[src/rtl/router_pkg.sv]
// Shared router types: flit format, output-unit FSM states and port-count defaults.
// Pure declarations; no timing or flow-control behaviour of its own.
package router_pkg;

    localparam int NUM_OF_FLITS     = 8;
    localparam int FLIT_DATA_W      = 32;
    localparam int NUM_ROUTER_PORTS = 5;

    typedef enum logic [1:0] {
        HEAD_FLIT = 2'd0,
        BODY_FLIT = 2'd1,
        TAIL_FLIT = 2'd2
    } flit_type_t;

    // valid sits in the MSB so a zeroed bus is an idle link
    typedef struct packed {
        logic                   valid;
        flit_type_t             flit_type;
        logic [FLIT_DATA_W-1:0] data;
    } FLIT_t;

    localparam int FLIT_SIZE = $bits(FLIT_t);

    typedef enum logic [1:0] {
        IDLE    = 2'd0,
        ARB_REQ = 2'd1,
        STREAM  = 2'd2
    } OUT_STATE_t;

    function automatic logic is_tail(input FLIT_t f);
        return f.valid && (f.flit_type == TAIL_FLIT);
    endfunction

endpackage

[src/rtl/rr_arbiter.sv]
// Combinational round-robin pick: first set request at or after i_ptr, wrapping modulo N.
// Zero latency; no backpressure, the caller registers the result.
module rr_arbiter
    import router_pkg::*;
#(
    parameter int N  = NUM_ROUTER_PORTS,
    parameter int IW = (N > 1) ? $clog2(N) : 1
) (
    input  logic [N-1:0]  i_req,
    input  logic [IW-1:0] i_ptr,
    output logic [IW-1:0] o_grant,
    output logic          o_any_req
);

    int w_idx;

    // Walk offsets from farthest to nearest so the nearest requester is written last.
    always_comb begin
        o_grant   = '0;
        o_any_req = |i_req;
        w_idx     = 0;
        for (int i = N - 1; i >= 0; i--) begin
            w_idx = int'(i_ptr) + i;
            if (w_idx >= N) w_idx = w_idx - N;
            if (i_req[w_idx]) o_grant = IW'(w_idx);
        end
    end

endmodule

[src/rtl/output_unit.sv]
// Router output port: round-robin grant, req/ack link handshake, then 1-cycle registered flit stream to tail.
// Link backpressure is the ack wait (bounded by ACK_TIMEOUT); inputs hold requests until o_switch_ack.
module output_unit
    import router_pkg::*;
#(
    parameter int NUM_PORTS     = NUM_ROUTER_PORTS,
    parameter int MAX_PKT_FLITS = NUM_OF_FLITS,
    parameter int ACK_TIMEOUT   = 16
) (
    input  logic                                clk,
    input  logic                                reset_n,
    input  logic [NUM_PORTS-1:0]                i_switch_req,
    input  logic [NUM_PORTS-1:0][FLIT_SIZE-1:0] i_flit,
    output logic [NUM_PORTS-1:0]                o_switch_ack,
    output logic                                o_link_req,
    input  logic                                i_link_ack,
    output logic [FLIT_SIZE-1:0]                o_flit,
    output logic                                o_busy,
    output logic                                o_err_len
);

    localparam int IW = (NUM_PORTS > 1) ? $clog2(NUM_PORTS) : 1;
    localparam int CW = $clog2(MAX_PKT_FLITS) + 1;
    localparam int WW = $clog2(ACK_TIMEOUT + 1);

    localparam logic [CW-1:0] CNT_MAX   = CW'(MAX_PKT_FLITS);
    localparam logic [WW-1:0] WAIT_LAST = WW'(ACK_TIMEOUT - 1);
    localparam logic [IW-1:0] LAST_PORT = IW'(NUM_PORTS - 1);

    OUT_STATE_t            r_state,    w_state_nxt;
    logic [IW-1:0]         r_ptr,      w_ptr_nxt;
    logic [IW-1:0]         r_grant,    w_grant_nxt;
    logic [WW-1:0]         r_wait_cnt, w_wait_nxt;
    logic [CW-1:0]         r_flit_cnt, w_cnt_nxt;
    logic [FLIT_SIZE-1:0]  r_flit,     w_flit_nxt;
    logic                  r_err_len,  w_err_nxt;

    logic [IW-1:0]         w_arb_idx;
    logic                  w_any_req;
    logic [IW-1:0]         w_ptr_after;
    logic [CW-1:0]         w_cnt_inc;
    FLIT_t                 w_sel_flit;

    rr_arbiter #(
        .N  (NUM_PORTS),
        .IW (IW)
    ) u_arb (
        .i_req     (i_switch_req),
        .i_ptr     (r_ptr),
        .o_grant   (w_arb_idx),
        .o_any_req (w_any_req)
    );

    assign w_sel_flit  = FLIT_t'(i_flit[r_grant]);
    assign w_ptr_after = (r_grant == LAST_PORT) ? '0 : r_grant + 1'b1;
    assign w_cnt_inc   = r_flit_cnt + 1'b1;

    always_comb begin
        w_state_nxt = r_state;
        w_ptr_nxt   = r_ptr;
        w_grant_nxt = r_grant;
        w_wait_nxt  = '0;
        w_cnt_nxt   = r_flit_cnt;
        w_flit_nxt  = '0;
        w_err_nxt   = r_err_len;
        case (r_state)
            IDLE: begin
                if (w_any_req) begin
                    w_state_nxt = ARB_REQ;
                    w_grant_nxt = w_arb_idx;
                end
            end
            ARB_REQ: begin
                // A withdrawn request cannot be streamed, so it beats a same-cycle ack.
                if (!i_switch_req[r_grant]) begin
                    w_state_nxt = IDLE;
                end else if (i_link_ack) begin
                    w_state_nxt = STREAM;
                    w_cnt_nxt   = '0;
                end else if (r_wait_cnt == WAIT_LAST) begin
                    w_state_nxt = IDLE;
                    w_ptr_nxt   = w_ptr_after;
                end else begin
                    w_wait_nxt  = r_wait_cnt + 1'b1;
                end
            end
            STREAM: begin
                if (w_sel_flit.valid) begin
                    w_flit_nxt = w_sel_flit;
                    w_cnt_nxt  = w_cnt_inc;
                    if (is_tail(w_sel_flit)) begin
                        w_state_nxt = IDLE;
                        w_ptr_nxt   = w_ptr_after;
                        w_cnt_nxt   = '0;
                    end else if (w_cnt_inc == CNT_MAX) begin
                        w_state_nxt = IDLE;
                        w_ptr_nxt   = w_ptr_after;
                        w_cnt_nxt   = '0;
                        w_err_nxt   = 1'b1;
                    end
                end
            end
            default: begin
                w_state_nxt = IDLE;
            end
        endcase
    end

    always_ff @(posedge clk or negedge reset_n) begin
        if (!reset_n) begin
            r_state    <= IDLE;
            r_ptr      <= '0;
            r_grant    <= '0;
            r_wait_cnt <= '0;
            r_flit_cnt <= '0;
            r_flit     <= '0;
            r_err_len  <= 1'b0;
        end else begin
            r_state    <= w_state_nxt;
            r_ptr      <= w_ptr_nxt;
            r_grant    <= w_grant_nxt;
            r_wait_cnt <= w_wait_nxt;
            r_flit_cnt <= w_cnt_nxt;
            r_flit     <= w_flit_nxt;
            r_err_len  <= w_err_nxt;
        end
    end

    assign o_switch_ack = (r_state == STREAM) ? (NUM_PORTS'(1) << r_grant) : '0;
    assign o_link_req   = (r_state == ARB_REQ);
    assign o_busy       = (r_state != IDLE);
    assign o_flit       = r_flit;
    assign o_err_len    = r_err_len;

endmodule

[config.mk]
export PLATFORM = sky130hd
export DESIGN_NAME = output_unit
export DESIGN_NICKNAME = d
export VERILOG_FILES = /design/src/rtl/router_pkg.sv /design/src/rtl/rr_arbiter.sv /design/src/rtl/output_unit.sv
export SDC_FILE = /design/constraint.sdc
export NUM_CORES = 1
export LEC_CHECK = 0
export ABC_AREA = 0
export CAP_MARGIN = 10
export CORE_AREA = 2 2 113 115
export CTS_BUF_LIST = sky130_fd_sc_hd__clkbuf_8
export DETAILED_ROUTE_END_ITERATION = 16
export DIE_AREA = 0 0 115 117
export PLACE_DENSITY = 0.77
export REMOVE_ABC_BUFFERS = 1
export SETUP_SLACK_MARGIN = 0.5
export SLEW_MARGIN = 25
export SYNTH_ARGS = -nofsm -noshare
export SYNTH_HDL_FRONTEND = slang
export SYNTH_HIERARCHICAL = 1
export SYNTH_SLANG_ARGS = --single-unit
export TNS_END_PERCENT = 5
[constraint.sdc]
create_clock -name clk -period 4 [get_ports clk]
set_clock_uncertainty 0.15 [all_clocks]
set_input_delay 0.8 -clock clk [delete_from_list [all_inputs] [get_ports clk]]
set_output_delay 0.8 -clock clk [all_outputs]
set_load 0.02 [all_outputs]
Yosys cells after proc, flatten, opt, wreduce, memory -nomap -nowiden
Cells that the tools add are included.
Operators by class
  mux-type cells: 58
  $lt $le $gt $ge: 11
  shift operators: 1
  eq/ne operators: 14
  add/sub/neg operators: 12
  reduce and logical (&&, ||, !) cells: 10
  bitwise logic cells: 1
Operator list (number)
  $lt A32 B5 Y1 const B: 5
  $mux W32: 5
  $ge A32 B4 Y1 const B: 4
  $sub A32 B4 Y32 const B: 4
  $bmux W35 S3: 1
  $mux W35: 3
  $mux W3: 12
  $mux W5: 5
  $mux W4: 5
  $bmux W1 S3: 6
  $mux W2: 7
  $reduce_and A4 Y1: 3
  $mux W1: 11
  $add A3 B2 Y4 const B: 2
  $ne A2 B1 Y1 const B: 4
  $pmux W4 S2: 1
  $pmux W2 S3: 1
  $pmux W3 S2: 1
  $reduce_and A6 Y1: 1
  $add A5 B1 Y5 const B: 1
  $eq A5 B4 Y1 const B: 1
  $reduce_or A5 Y1: 1
  $shl A1 B3 Y5 const A: 1
  $add A3 B1 Y4 const B: 1
  18 further kinds: 21
Storage, ports and cells
  output and inout port bits: 43
  word-level logic and storage cells: 114
  flip-flop bits (word level): 53
  input bits: 183

Logic depth before layout (Yosys ltp)
Gate-level depths: netlist (run 1).
  depth after elaboration: 11
  depth in mapped cells: 13

Hierarchy
The synthesis (run 1) kept the hierarchy.
By module, submodules not included
  output_unit: cells an instance 270, area each 3225.6 um^2, times used 1, seq. area each 1326.3 um^2
  rr_arbiter: cells an instance 157, area each 1187.4 um^2, times used 1, seq. area each 0.0 um^2

Worst setup path after synthesis (run 1)
Ideal clock, no wire load.
  path type: flip-flop to flip-flop
  from: reg r_ptr[1]
  to: reg r_grant[0]
  stages on the path, launching flop included: 14
  arrival: 3069 ps
  path slack: 698 ps
  required time: 3767 ps
  cell sequence: dfrtp_1 -> clkbuf_1 -> inv_1 -> ha_1 -> inv_1 -> ha_1 -> or3_1 -> o211ai_1 -> mux2i_1 -> a211oi_2 -> o41a_1 -> o32ai_2 -> nand2_1 -> o21ai_0
On the way
  cells in the longest elaborated chain, start to end: 11
  elaborated cells on any way between the ends: 39
Ends and longest elaborated chain
  start, declared: RTL line output_unit.sv:31  | logic [IW-1:0] r_ptr, w_ptr_nxt;
  start signal, assigned: RTL line output_unit.sv:120  | r_ptr <= w_ptr_nxt;
  $add A3 B3 Y4: RTL line rr_arbiter.sv:23  | w_idx = int'(i_ptr) + i;
  $sub A32 B4 Y32 / $ge A32 B4 Y1 (equally long branches): RTL line rr_arbiter.sv:24  | if (w_idx >= N) w_idx = w_idx - N;
  $mux W32: RTL line rr_arbiter.sv:24
  $bmux W1 S3: RTL line rr_arbiter.sv:25  | if (i_req[w_idx]) o_grant = IW'(w_idx);
  $mux W1 (implied by the code) (2 in a row): RTL line rr_arbiter.sv:25
  $mux W3 (4 in a row): RTL line rr_arbiter.sv:25
  $mux W3 *: RTL line rr_arbiter.sv:25
  named net w_arb_idx[0]: RTL line output_unit.sv:38  | logic [IW-1:0] w_arb_idx;
  end signal, assigned: RTL line output_unit.sv:121  | r_grant <= w_grant_nxt;
  end, declared: RTL line output_unit.sv:32  | logic [IW-1:0] r_grant, w_grant_nxt;
The timed path passes the listed nets; every way through them passes the cells marked *. The select of a mux whose other input is x is not followed.
A chain may end at the register's enable or synchronous reset.

Final worst setup path (run 1)
  from: reg r_grant[0]
  to: out o_switch_ack[0]
On the way
  cells in the longest elaborated chain, start to end: 2
Ends and longest elaborated chain
  $shl A1 B3 Y5: RTL line output_unit.sv:129  | assign o_switch_ack = (r_state == STREAM) ? (NUM_PORTS'(1) << r_grant) : '0;
  $mux W5: RTL line output_unit.sv:129
  end, declared: RTL line output_unit.sv:14  | output logic [NUM_PORTS-1:0] o_switch_ack,
No other way between the ends.

==> impl_metrics.tcl, run 1 <==
set metrics [dict create \
    maxSlewViolCount 0 \
    path_cells "inv_1 -> ha_1 -> and3_1 -> clkdlybuf4s50_1" \
    synth-simple-area-share_pct 15.5 \
    syn-mean-instance-area_sq_um 10.3 \
    synthDistinctLibCells 69 \
    synthMuxAreaShare_pct 23.4 \
    grt_antenna_before_repair 1 \
    cts_buffers 5 \
    finalSetupViolCount 0 \
    chipHeight_microns 117 \
    irDropWorstVdd_mv 0.209 \
    met3WireLength_mm 1.22 \
    setup_tns_ns 0 \
    synth-compound-area-share_pct 18.9 \
    start_util_pct 35.8 \
    synthXorXnorAreaFrac_pct 1.19 \
    multi_input_area_sq_um 2880 \
    drt_wl_total_mm 16.8 \
    wl_met2_mm 8.86 \
    crit_fanout 23 \
    dr_total_vias 4451 \
    synth_top_family_by_area "multiplexers" \
    htree_levels 2 \
    hold_slack_ns 0.315 \
    holdCritPathClass "input pin to asynchronous set/reset pin" \
    grt_max_degree 39 \
    overflow 0 \
    synthesis.area_sq_um 4410 \
    cp_num_buf_inv 2 \
    track_usage_pct 24.5 \
    synth_edf_count 0 \
    synthAdderAreaFrac_pct 5.95 \
    synthCells 427 \
    post_dp_cell_area_sq_um 6780 \
    wl_met1_mm 6.22 \
    power_leakage_nw 2.87 \
    viasPerCell 5.59 \
    first_pass_iters 4 \
    relSlewSlack_pct 54.5 \
    die_w_microns 115 \
    status "complete, no violations" \
    ys_warn_count 6 \
    postRouteAntennaNets 0 \
    place_congestion 0.863 \
    core-area_sq_um 12300 \
    end_kind "output pin" \
    syn_to_final_growth_pct 56.3 \
    power_density_nw_per_um2 534 \
    fill_cells 1088 \
    top_layer "met4" \
    cp_slowest_cell "dfrtp_2" \
    cts_hold_buf 0 \
    rows 41 \
    tightest_slew_ns 0.682 \
    hpwl_mm 13.8 \
    cts.clk_slew.worst_paths_ns 0.10 \
    clk_path_buf_depth 2 \
    yosys_most_used_dff "dfrtp_1" \
    synth-seq-cells 53 \
    finalCriticalPeriod_ns 3.32 \
    io_buffers 225 \
    drt_iter0_drc 239 \
    final_cell_area_sq_um 6900 \
    hold_violations 0 \
    wire_per_inst_microns 21.1 \
    critPathRequiredTime_ns 3.05 \
    clock-root-buffer "clkbuf_8" \
    crit_family "flip-flops" \
    nets 847 \
    die_area_sq_um 13500 \
    period_share_pct 82.9 \
    drc 0 \
    cts_tree "yes" \
    yosysSeqAreaShare_pct 30.1 \
    drive_gt1_share_pct 12.9 \
    cp_data_arrival_time_ns 2.37 \
    io-pin-count 226 \
    clock_latency_ns 0.31 \
    path_class "flop to output pin" \
    cap_violations 0 \
    numClockSinks 53 \
    regArea_sq_um 1330 \
    rsz0062_at_grt "false" \
    crit_path_max_incr_delay_ns 0.82 \
    grt_pass1_vias 4599 \
    grt_pass1_wl_mm 25.2 \
    clock.fmax_ghz 0.302 \
    async_flop_share_pct 100 \
    start_kind "flop" \
]
-- kinds of logic after synthesis --
logic type               after synthesis
AO/OA/AOI/OAI                        109
XOR/XNOR                               6
adder cells (fa/ha/maj)               21
buffers and inverters                 46
flip-flops                            53
multiplexers                          58
AND/OR/NAND/NOR                      134
-- cell type report --
cell class | count | share of cell area, %
Timing Repair Buffer | 237 | 33.9
Tap cell | 150 | 2.72
Multi-Input combinational cell | 328 | 41.8
Clock inverter | 3 | 0.254
Antenna cell | 2 | 0.0726
Clock buffer | 5 | 0.998
Sequential cell | 53 | 19.3
Inverter | 18 | 1.03
-- flip-flops by register name, summed over array words and instances (netlist names) --
register and cells:
r_grant 3, o_err_len 1, r_flit_cnt 4, r_wait_cnt 5
o_flit 35, r_ptr 3, r_state 2
-- per-layer routing --
layer  GRT usage [%]  vias up
li1                -     2062
met1            29.0     2176
met2            43.7      187
met3            6.64       26
met4            7.55        0
met5               0        -
-- power by group --
group	switching [mW]	internal [mW]
clock	0.193	0.123
sequential	0.127	0.617
combinational	1.36	1.26
-- metrics by stage --
step | setup WS, ns | cells | total power [mW] | utilization, %
global route | 0.552 | 795 | 3.98 | 56.0
finish | 0.684 | 796 | 3.68 | 56.0
detailed placement | 0.676 | 783 | 3.34 | 55.1
CTS | 0.631 | 791 | 3.67 | 55.8
floorplan | -1.72 | 399 | 2.55 | -
global placement | 0.754 | 783 | 3.32 | 55.1
-- synthesized netlist by cell type (all sizes together) (3+ instances only) --
cell / count / share of area [%]
a211oi: 4 / 0.91
a21o: 3 / 0.51
a21oi: 11 / 1.4
a22o: 5 / 1.0
a22oi: 33 / 5.6
a31oi: 3 / 0.43
and2: 8 / 1.1
and3: 8 / 1.1
buf: 20 / 2.8
clkbuf: 8 / 0.68
dfrtp: 53 / 30
ha: 21 / 6.0
inv: 18 / 1.5
mux2: 9 / 2.6
mux2i: 15 / 3.4
mux4: 34 / 17
nand2: 20 / 1.7
nand2b: 4 / 0.57
nand3: 7 / 0.91
nor2: 54 / 4.6
nor2b: 8 / 1.1
nor3: 10 / 1.4
nor3b: 4 / 0.94
o211ai: 6 / 1.0
o21ai: 13 / 1.6
o22ai: 3 / 0.43
or3: 3 / 0.43
xnor2: 3 / 0.60
xor2: 3 / 0.60
-- cells in the final DEF, fill, tap and decap left out, types with 3 or more instances in the layout --
master	n
nor3_1	9
nor2b_1	8
a31oi_1	3
mux2i_1	15
nand2_1	20
nand2b_1	4
o211ai_1	6
a21oi_1	9
inv_1	16
a22o_1	4
xnor2_1	3
nand3_1	6
mux2_4	4
mux4_2	34
and3_1	8
and2_1	8
or3_1	3
mux2_2	5
a22oi_1	33
o22ai_1	3
nor2_1	54
ha_1	21
a21o_1	3
clkdlybuf4s50_1	224
dfrtp_1	51
clkbuf_8	5
xor2_1	3
buf_4	12
o21ai_0	12
nor3b_1	3
-- path summary, 6_finish.rpt --
kind / from / to / slack, ns / cells past startpoint
worst max register to register: r_ptr[0] / r_grant[0] / 0.77 / 12
max in group asynchronous: reset_n / r_grant[0] / 2.53 / 2
min in group clk: r_wait_cnt[0] / r_wait_cnt[0] / 0.32 / 1
worst min-delay path: reset_n / o_flit[13] / 0.31 / 1
worst max-delay path: r_grant[0] / o_switch_ack[0] / 0.68 / 4
worst min register to register: r_wait_cnt[0] / r_wait_cnt[0] / 0.32 / 1
-- repair_timing --
action                     4_1_cts  5_1_grt
setup endpoints to repair        0        2
gates resized for setup          0        2
buffers inserted                 0        3
Power figures use the tool's default switching activity.
==> run 2: changes to the inputs <==
==> constraint.sdc (replaced) <==
create_clock -name clk -period 3.3 [get_ports clk]
set_clock_uncertainty 0.15 [all_clocks]
set_input_delay 0.66 -clock clk [delete_from_list [all_inputs] [get_ports clk]]
set_output_delay 0.66 -clock clk [all_outputs]
set_load 0.02 [all_outputs]
==> run 2 against run 1 <==
  * Cell count is 1.1% higher
  * Via count up 3.1%
  * Clock power up 22%
  * Sequential power grew 18%
  * Global-route usage grew 0.14 points
  * Design area rose by 2.1%
  * Register-to-register slack worse by 0.40 ns
  * Critical path type is now flop to flop
  * Critical endpoint is now r_grant[0]
==> impl_metrics.tcl, run 2 (same netlist as run 1, synthesis figures left out) <==
set metrics [dict create \
    io-pin-count 226 \
    start_util_pct 35.8 \
    postRouteAntennaNets 0 \
    pwr-share-seq_pct 18.7 \
    power_density_nw_per_um2 667 \
    cts_tree "yes" \
    largest_register_ffs 35 \
    die_area_sq_um 13500 \
    internal_power_mw 2.53 \
    clock_latency_ns 0.32 \
    wire_per_inst_microns 21.3 \
    cts.clk_slew.worst_paths_ns 0.10 \
    syn_to_final_growth_pct 59.5 \
    drt_wl_total_mm 17.1 \
    cp_data_arrival_time_ns 2.97 \
    rows 41 \
    grt_most_used_layer "met2" \
    rsz0062_at_grt "true" \
    clock.fmax_ghz 0.342 \
    irDropWorstVdd_mv 0.266 \
    power_switching_share_pct 46.1 \
    nets 855 \
    dr_total_vias 4590 \
    start_kind "flop" \
    setup_tns_ns 0 \
    die_w_microns 115 \
    hold_slack_ns 0.242 \
    power_leakage_nw 2.94 \
    maxSlewViolCount 0 \
    fill_cells 1066 \
    first_pass_iters 5 \
    end_kind "flop" \
    p_clk_share_pct 8.2 \
    layout_common_cells "clkdlybuf4s50_1 (222), nor2_1 (54), dfrtp_1 (50)" \
    grt_use_met1_pct 30.4 \
    numClockSinks 53 \
    critPathRequiredTime_ns 3.34 \
    reg2reg_to "r_grant[0]" \
    crit_fanout 14 \
    tightest_slew_ns 0.754 \
    grt_antenna_before_repair 1 \
    hpwl_mm 13.7 \
    clock-root-buffer "clkbuf_8" \
    crit_start "r_ptr[1]" \
    holdCritPathClass "input pin to asynchronous set/reset pin" \
    combPwrFrac_pct 73.1 \
    relSlewSlack_pct 49.8 \
    core-area_sq_um 12300 \
    grt_pass1_wl_mm 25.0 \
    period_share_pct 88.7 \
    endpoint "r_grant[0]" \
    r2r_cells 10 \
    chipHeight_microns 117 \
    final_common_cell "clkdlybuf4s50_1" \
    hold_violations 0 \
    io_buffers 225 \
    clk_path_buf_depth 2 \
    grt_pass1_vias 4553 \
    cts_hold_buf 0 \
    cap_violations 0 \
    overflow 0 \
    use_met2_pct 42.0 \
    drive_gt1_share_pct 15.2 \
    htree_levels 2 \
    drt_iter0_drc 309 \
    reg2reg_from "r_ptr[1]" \
    power_switching_mw 2.16 \
    viasPerCell 5.70 \
    finalSetupViolCount 0 \
    place_congestion 0.880 \
    path_class "flop to flop" \
    r2r_slack_ns 0.37 \
    finalCriticalPeriod_ns 2.93 \
    drc 0 \
    status "complete, no violations" \
    cts_buffers 5 \
    track_usage_pct 24.7 \
    grt_max_degree 35 \
    fin_util_pct 57.2 \
    met3_usage_pct 6.95 \
]
run 2: power by group through the flow:
stage	Clock, mW	Sequential [mW]	Combinational [mW]
after global routing	0.413	0.897	3.71
after global placement	0	0.879	3.21
after CTS	0.396	0.873	3.28
final	0.386	0.878	3.43
after detailed placement	0	0.882	3.22
after floorplan	0	1.08	2.01
run 2: worst max-delay path: stages (launching register included):
cell and delay, ns:
dfrtp_1 0.39, buf_4 0.21, ha_4 0.23, or4b_4 0.54, nor3_4 0.28, nor3_1 0.11
mux2_2 0.31, a311oi_1 0.32, o32ai_2 0.12, nand2_1 0.06, o21ai_0 0.08
run 2: area by class of cell:
| class | count | area (sq um) | area share, % |
|---|---|---|---|
| flip-flops and latches | 53 | 1330 | 18.9 |
| well taps | 150 | 188 | 2.67 |
| multi-input cells | 328 | 2950 | 41.9 |
| clock inverters | 3 | 17.5 | 0.249 |
| repair buffers | 245 | 2410 | 34.2 |
| inverters | 18 | 67.6 | 0.960 |
| diodes | 3 | 7.51 | 0.107 |
| clock buffers | 5 | 68.8 | 0.978 |
run 2: worst min-delay path by stage:
stage,cells after the start,to,slack (ns),start
final,1,o_flit[33],0.24,reset_n
after global routing,1,o_flit[4],0.28,reset_n
after CTS,1,o_flit[33],0.25,reset_n
after detailed placement,1,o_err_len,0.29,o_err_len
after global placement,1,r_wait_cnt[0],0.30,r_wait_cnt[0]
after floorplan,0,o_err_len,0.21,reset_n
run 2: what timing repair did:
| item | CTS | global route |
|---|---|---|
| buffers inserted | 2 | 1 |
| gates cloned | 0 | 0 |
| endpoints found under the setup margin | 8 | 7 |
| pin swaps | 2 | 2 |
| gates resized for setup | 6 | 13 |
run 2: layer usage:
layer,vias up,share of wire (%)
li1,2081,-
met1,2235,37
met2,236,51
met3,38,8.9
met4,0,3.4
met5,-,0
run 2: per-stage QoR:
stage	area (sq um)	instances	setup slack, ns	power (mW)
6_report	7040	805	0.374	4.70
3_3_place_gp	6840	791	0.268	4.09
3_5_place_dp	6840	791	0.220	4.11
2_1_floorplan	4260	399	-2.42	3.09
5_1_grt	7030	803	0.267	5.02
4_1_cts	6950	801	0.347	4.55
